## src/rtl/pc_gen.sv

```systemverilog
// rtl/pc_gen.sv - pre-IF fetch PC generator with req/addr_ok handshake; optional PCGEN_ALIGN_CHECK_EN
module pc_gen #(
    parameter logic [31:0] RESET_PC = 32'hBFC0_0000
) (
    input  logic        clk,
    input  logic        resetn,
    input  logic [2:0]  PCSel,
    input  logic [31:0] ImmeJump_Addr,
    input  logic [31:0] EPC,
    input  logic [31:0] Except_Addr,
    input  logic [31:0] Branch_Addr,
    input  logic [31:0] JR_Addr,
    input  logic [31:0] MEM_PC,
    input  logic        IF_Allowin,
    output logic        inst_req,
    output logic [31:0] inst_addr,
    input  logic        inst_addr_ok,
    output logic        PC_Valid,
    output logic [31:0] PC_Out,
    output logic        Stale_Drop,
    output logic        PC_AdEL
);

    typedef enum logic [2:0] {
        S_RST  = 3'd0,
        S_IDLE = 3'd1,
        S_REQ  = 3'd2,
        S_PEND = 3'd3
`ifdef PCGEN_ALIGN_CHECK_EN
        ,
        S_ERR  = 3'd4
`endif
    } state_t;

    state_t      state, state_n;
    logic [31:0] pc_q, pc_n;
    logic [31:0] pend_pc, pend_n;
    logic        req_n;
    logic [31:0] addr_n;
    logic        valid_n;
    logic        stale_n;
    logic [31:0] out_n;
    logic        adel_n;

    logic        redirect;
    logic [31:0] target;
    logic        issue_en;
    logic        accept_en;
    logic [31:0] next_addr;

    // Decode PCSel into a redirect flag and its target; 000 and 111 are not redirects
    always_comb begin
        redirect = 1'b1;
        target   = 32'h0;
        case (PCSel)
            3'b001:  target = ImmeJump_Addr;
            3'b010:  target = EPC;
            3'b011:  target = Except_Addr;
            3'b100:  target = Branch_Addr;
            3'b101:  target = JR_Addr;
            3'b110:  target = MEM_PC;
            default: redirect = 1'b0;
        endcase
    end

    // Next-state and registered-output logic; a new address is either issued or parked in PC
    always_comb begin
        state_n   = state;
        pc_n      = pc_q;
        pend_n    = pend_pc;
        req_n     = inst_req;
        addr_n    = inst_addr;
        valid_n   = 1'b0;
        stale_n   = 1'b0;
        out_n     = PC_Out;
        adel_n    = 1'b0;
        issue_en  = 1'b0;
        accept_en = 1'b0;
        next_addr = pc_q;

        case (state)
            S_RST: state_n = S_IDLE;
            S_IDLE: begin
                next_addr = redirect ? target : pc_q;
                issue_en  = 1'b1;
            end
            S_REQ: begin
                if (inst_addr_ok) begin
                    out_n     = inst_addr;
                    accept_en = 1'b1;
                    if (redirect) begin
                        stale_n   = 1'b1;
                        next_addr = target;
                    end else begin
                        valid_n   = 1'b1;
                        next_addr = inst_addr + 32'd4;
                    end
                end else if (redirect) begin
                    // Address must stay stable; remember where to go once accepted
                    pend_n  = target;
                    state_n = S_PEND;
                end
            end
            S_PEND: begin
                if (inst_addr_ok) begin
                    stale_n   = 1'b1;
                    out_n     = inst_addr;
                    accept_en = 1'b1;
                    next_addr = redirect ? target : pend_pc;
                end else if (redirect) begin
                    pend_n = target;
                end
            end
`ifdef PCGEN_ALIGN_CHECK_EN
            S_ERR: begin
                if (redirect) begin
                    next_addr = target;
                    issue_en  = 1'b1;
                end
            end
`endif
            default: state_n = S_IDLE;
        endcase

`ifdef PCGEN_ALIGN_CHECK_EN
        // A misaligned address is reported only from an idle slot so the fault
        // pulse never collides with the accept pulse of the previous fetch
        if (issue_en && (next_addr[1:0] != 2'b00)) begin
            pc_n    = next_addr;
            req_n   = 1'b0;
            valid_n = 1'b1;
            adel_n  = 1'b1;
            out_n   = next_addr;
            state_n = S_ERR;
        end else if ((issue_en || accept_en) && IF_Allowin && (next_addr[1:0] == 2'b00)) begin
`else
        if ((issue_en || accept_en) && IF_Allowin) begin
`endif
            pc_n    = next_addr;
            addr_n  = next_addr;
            req_n   = 1'b1;
            state_n = S_REQ;
        end else if (issue_en || accept_en) begin
            pc_n    = next_addr;
            req_n   = 1'b0;
            state_n = S_IDLE;
        end
    end

    // State and output registers, cleared immediately on reset
    always_ff @(posedge clk or negedge resetn) begin
        if (!resetn) begin
            state      <= S_RST;
            pc_q       <= RESET_PC;
            pend_pc    <= 32'h0;
            inst_req   <= 1'b0;
            inst_addr  <= 32'h0;
            PC_Valid   <= 1'b0;
            PC_Out     <= 32'h0;
            Stale_Drop <= 1'b0;
            PC_AdEL    <= 1'b0;
        end else begin
            state      <= state_n;
            pc_q       <= pc_n;
            pend_pc    <= pend_n;
            inst_req   <= req_n;
            inst_addr  <= addr_n;
            PC_Valid   <= valid_n;
            PC_Out     <= out_n;
            Stale_Drop <= stale_n;
            PC_AdEL    <= adel_n;
        end
    end

endmodule

```

## config.mk

```make
export PLATFORM = sky130hd
export DESIGN_NAME = pc_gen
export DESIGN_NICKNAME = d
export VERILOG_FILES = /design/src/rtl/pc_gen.sv
export SDC_FILE = /design/constraint.sdc
export NUM_CORES = 1
export LEC_CHECK = 0
export BUFFER_PORTS_ARGS = -buffer_cell sky130_fd_sc_hd__buf_2
export CAP_MARGIN = 15
export CORE_UTILIZATION = 50
export CTS_BUF_LIST = sky130_fd_sc_hd__clkbuf_8
export DETAILED_ROUTE_END_ITERATION = 8
export PLACE_DENSITY = 0.78
export SLEW_MARGIN = 20
export SYNTH_ARGS = -nofsm -noshare
export SYNTH_HDL_FRONTEND = slang
export SYNTH_SLANG_ARGS = --single-unit
```

## constraint.sdc

```tcl
create_clock -name clk -period 3 [get_ports clk]
set_input_delay 0.3 -clock clk [delete_from_list [all_inputs] [get_ports clk]]
set_output_delay 0.3 -clock clk [all_outputs]
set_load 0.02 [all_outputs]
```

## Word-level counts from Yosys, hierarchy flattened

Cells that the tools add are included.
Widths: inputs -> output; s select.

| operators by class | value |
|---|---|
| $add $sub $neg | 1 |
| eq/ne operators | 12 |
| multiplexer cells | 26 |
| bitwise gates (word level) | 1 |
| reductions and logical operators | 9 |

Operators by type and width:

| kind | count |
|---|---|
| $mux 32 | 7 |
| $pmux 32 s6 | 1 |
| $pmux 32 s3 | 1 |
| $add 32x3->32 const B | 1 |
| $eq 3x2->1 const B | 4 |
| $mux 3 | 4 |
| $mux 1 | 11 |
| $eq 3x3->1 const B | 3 |
| $ne 4x4->1 const B | 2 |
| $eq 3x1->1 const B | 2 |
| $pmux 3 s2 | 1 |
| $reduce_or 6->1 | 1 |
| $reduce_and 2->1 | 2 |
| $reduce_or 2->1 | 2 |
| $ne 3x1->1 const B | 1 |
| $reduce_and 3->1 | 1 |
| $pmux 1 s2 | 1 |
| $reduce_bool 2->1 | 1 |
| $logic_and 1x1->1 | 1 |
| $logic_or 1x1->1 | 1 |
| $not 1->1 | 1 |

| storage, ports and cells | value |
|---|---|
| bits in registers | 134 |
| input bits | 199 |
| output and inout port bits | 68 |
| word-level logic and storage cells | 57 |

## Depth between registers and ports, before layout

| depth | value |
|---|---|
| depth after elaboration | 8 |
| depth in mapped cells | 10 |
| gate-level depth less buffers | 7 |

## Worst setup path after synthesis

No wires, ideal clock.

| timing | value |
|---|---|
| path kind | flip-flop to flip-flop |
| start point | register inst_addr[7] |
| end point | register inst_addr[27] |
| setup time | 136 ps |
| arrival time | 2256 ps |
| data required time | 2864 ps |
| slack | 607 ps |
| stages on the path, launching flop included | 9 |
| buffers on the path | 2 |
| clock period less this slack | 2393 ps |
| cells stage by stage | dfrtp_1 -> clkbuf_2 -> nand3_1 -> or4_4 -> buf_6 -> o311a_1 -> a221o_1 -> a22oi_2 -> a21oi_1 |

| between the ends | value |
|---|---|
| word-level cells in the longest chain between the ends | 4 |

Ends and longest elaborated chain:

| what | RTL line | source |
|---|---|---|
| start, declared | 16 | `output logic [31:0] inst_addr,` |
| start signal, assigned | 167 | `inst_addr <= addr_n;` |
| $add 32x3->32 | 96 | `next_addr = inst_addr + 32'd4;` |
| $mux 32 | 91 | `if (redirect) begin` |
| $mux 32 | 88 | `if (inst_addr_ok) begin` |
| $pmux 32 s3 | 81 | `case (state)` |

No other way between the ends.
A chain may end at the register's enable or synchronous reset.

## Worst setup path after layout

| timing | value |
|---|---|
| start point | register inst_addr[4] |
| end point | register pc_q[13] |

| between the ends | value |
|---|---|
| word-level cells in the longest chain between the ends | 6 |

Ends and longest elaborated chain:

| what | RTL line | source |
|---|---|---|
| $add 32x3->32 (*) | 96 |  |
| $mux 32 (*) | 91 |  |
| $mux 32 (*) | 88 |  |
| $pmux 32 s3 (*) | 81 |  |
| $mux 32 | 143 | `end else if (issue_en \|\| accept_en) begin` |
| $mux 32 (*) | 137 | `if ((issue_en \|\| accept_en) && IF_Allowin) begin` |
| end signal, assigned | 164 | `pc_q <= pc_n;` |
| end, declared | 36 | `logic [31:0] pc_q, pc_n;` |

Every way passes the cells marked *; elsewhere a longest branch is shown, timed or not. The select of a mux whose other input is x is not followed.

==> PnR_summary.wiki <==
{| class="wikitable"
! Metric !! Value
|-
| Register bit count reported by yosys || 133
|-
| Post-synth EDFFs || 0
|-
| Worst Hold Endpoint || state[0]$_DFFE_PN0P_
|-
| Fin. Hold Viols || 0
|-
| Max-slew headroom at the worst pin || 48.1%
|-
| Fraction of synthesized cell area taken by the top area cell type || 35.6%
|-
| Routed wire length || 32.2 mm
|-
| Synthesis-to-layout area growth || 23.3%
|-
| Fraction of layout instances using a drive strength above 1 || 32.4%
|-
| Average size of a mapped cell || 8.39 sq um
|-
| Crit path kind || reg2reg
|-
| Clk_lat worst skew || 460 ps
|-
| Cell chosen for the clock root || sky130_fd_sc_hd__clkbuf_8
|-
| Cell accounting for the most synthesized area || sky130_fd_sc_hd__dfrtp_1
|-
| Crit path max fanout || 15
|-
| Result of the run || completed
|-
| Total number of nets in the final design || 1481
|-
| Final period utilization || 86.5%
|-
| Commonest register cell after synthesis || sky130_fd_sc_hd__dfrtp_1
|-
| Vias/cell || 6.33
|-
| Placeable core region || 0.0168 sq mm
|-
| Clock-pin slew on the worst setup and hold paths || 80 ps
|-
| Largest net degree at the start of global routing || 81
|-
| Crit path arrival time || 2980 ps
|-
| Total leakage power || 0.00489 uW
|-
| Clock Path Buffers || 2
|-
| DRC violations left || 0
|-
| TritonCTS clock tree || done
|-
| H-Tree Depth || 4
|-
| First drt pass iteration count || 8
|-
| Critical Path RT || 3380 ps
|-
| Hold Crit Depth || 4
|-
| First-pass GRT wire length || 49.5 mm
|-
| Critical path endpoint category || flip-flop
|-
| Average routed wire per standard cell || 21.2 um
|-
| Setup repair after global routing missed its margin || no
|-
| Initial Utilization || 51.9%
|-
| Crit path launch type || flip-flop
|-
| Final Total Pwr || 9010 uW
|-
| Count of boundary I/O pins || 267
|-
| Row count || 47
|-
| Mapped Nets || 1240
|-
| Worst hold-check path type || in2reg
|-
| Overall die area || 0.0180 sq mm
|-
| Leading post-synthesis cells by instance count || sky130_fd_sc_hd__dfrtp_1, sky130_fd_sc_hd__nor2_1, sky130_fd_sc_hd__o21ai_0
|-
| Fmax achieved || 385 MHz
|-
| Final clock skew || 10.2 ps
|-
| Hold buffer count at CTS || 1
|-
| Number of clock buffers inserted by TritonCTS || 17
|-
| Routability cong. || 0.945
|-
| R2R Setup Slk || 400 ps
|-
| Number of global-route vias before repair || 8976
|-
| Count of nets left with antenna violations after detail routing || 0
|-
| Number of library cell types mapped by synthesis || 69
|-
| Peak VDD IR || 0.000449 V
|-
| GRT Util Overall || 35.9%
|-
| Cell area after technology mapping || 0.00873 sq mm
|-
| Portion of the post-synthesis area used by sequential elements || 38.3%
|-
| Setup repair bufs after CTS || 0
|-
| Setup Viol. Count Final || 0
|-
| Biggest area contributors in the synthesized netlist || sky130_fd_sc_hd__dfrtp_1, sky130_fd_sc_hd__mux2_2, sky130_fd_sc_hd__o21ai_0, sky130_fd_sc_hd__a21oi_1, sky130_fd_sc_hd__nor2_1
|-
| Die width || 134 um
|-
| Count of routing violations after the opening detailed-route iteration || 1176
|-
| Initial antenna violation count || 5
|-
| Pwr Density || 837 mW/mm^2
|-
| Shortest clock period the worst path allows after layout || 2600 ps
|-
| FFs w/ async S/R, synth || 100%
|-
| Estimated wirelength of the detail-placed design || 24.2 mm
|-
| Cell count after synthesis || 1040
|-
| Total of warnings raised by yosys || 0
|-
| Max-capacitance violation count || 0
|-
| CTS-repair resized insts || 0
|-
| Sink Count || 133
|-
| Number of cell instances on the worst register-to-register path || 6
|-
| Count of pins over their slew limit || 0
|-
| Overall via count from detail_route || 9615
|-
| I/O Buffers || 265
|-
| Vertical die dimension || 134 um
|-
| Actual slew at the worst max-slew pin || 778 ps
|-
| Reg2reg start || inst_addr[4]$_DFFE_PN0P_
|-
| Final global-route overflow total || 0
|-
| Critical register-to-register path endpoint || pc_q[13]$_DFFE_PN0P_
|-
| Start point of the worst min-delay path || IF_Allowin
|-
| Sum of negative setup slack || 0 ps
|}
critical path, stage by stage (launching register included):
cell and delay [ps]:
sky130_fd_sc_hd__dfrtp_1 500, sky130_fd_sc_hd__nand3_1 230, sky130_fd_sc_hd__or4_4 660, sky130_fd_sc_hd__or3_1 350
sky130_fd_sc_hd__a31oi_1 360, sky130_fd_sc_hd__a21oi_1 220, sky130_fd_sc_hd__a21oi_1 190
sequential cells by signal, indices dropped and copies added (netlist names):
| name | flops |
|---|---|
| PC_Out | 32 |
| inst_addr | 32 |
| inst_req | 1 |
| PC_Valid | 1 |
| state | 2 |
| pend_pc | 32 |
| Stale_Drop | 1 |
| pc_q | 32 |
power by group:
group	internal (uW)	switching [uW]
clock	777	732
sequential	2680	906
combinational	1550	2360
total	5010	4000
cells by family after synthesis:
group                      share of synthesized area [%]
adders and majority gates                          0.143
buffers and inverters                               4.93
other                                             0.0430
xor gates and xnor gates                            1.30
AOI/OAI and AO/OA                                   27.7
DFF                                                 38.3
and+or+nand+nor                                     17.9
muxes                                               9.66
worst max-delay path by stage:
stage	slack, ps	endpoint	startpoint
2_1_floorplan	610	inst_addr[27]$_DFFE_PN0P_	inst_addr[7]$_DFFE_PN0P_
3_3_place_gp	450	inst_addr[30]$_DFFE_PN0P_	inst_addr[7]$_DFFE_PN0P_
3_5_place_dp	450	inst_addr[30]$_DFFE_PN0P_	inst_addr[7]$_DFFE_PN0P_
4_1_cts	450	inst_addr[30]$_DFFE_PN0P_	inst_addr[7]$_DFFE_PN0P_
5_1_grt	170	inst_addr[20]$_DFFE_PN0P_	inst_addr[2]$_DFFE_PN0P_
6_report	400	pc_q[13]$_DFFE_PN0P_	inst_addr[4]$_DFFE_PN0P_
metal layers:
metal / track usage (%) / wire (um)
met4: 14.1 / 1120
met2: 56.5 / 14800
met5: 0 / 0
met1: 46.9 / 12500
met3: 9.79 / 3790
cell usage in the layout, fill, tap and decap left out, drive strengths merged, types with 7 or more instances in the layout:
master / instances
a21oi: 96
nand4: 8
dfrtp: 124
a22oi: 13
o221ai: 11
inv: 16
a31oi: 19
o21ai: 98
clkbuf: 19
clkinv: 9
a221oi: 10
a22o: 12
nand3: 18
nor2b: 17
a21o: 10
mux2: 46
buf: 309
dfstp: 9
o31ai: 14
mux2i: 28
nor2: 124
nand2b: 14
o32a: 8
a211oi: 9
o211ai: 7
o22ai: 19
xor2: 8
nor3: 16
nand2: 95
or3: 7
metrics by stage:
step           hold WS, ps  worst slack [ps]  util (%)  cells  cell area, sq um
5_1_grt                241               168      64.0   1519             10800
3_3_place_gp           400               452      61.5   1481             10300
2_1_floorplan         4.41               607         -   1040              8730
6_report               260               404      64.0   1519             10800
4_1_cts                232               448      63.9   1514             10800
3_5_place_dp           389               455      61.5   1481             10300
cell type report:
class	instances	area [sq um]
antenna	5	12.5
clock buffer	19	262
clock inverter	13	135
fill	1495	6060
inverter	17	63.8
multi-input combinational	802	4960
sequential	133	3340
tap	220	275
timing repair buffer	310	1710
(Power assumes the default switching activity.)
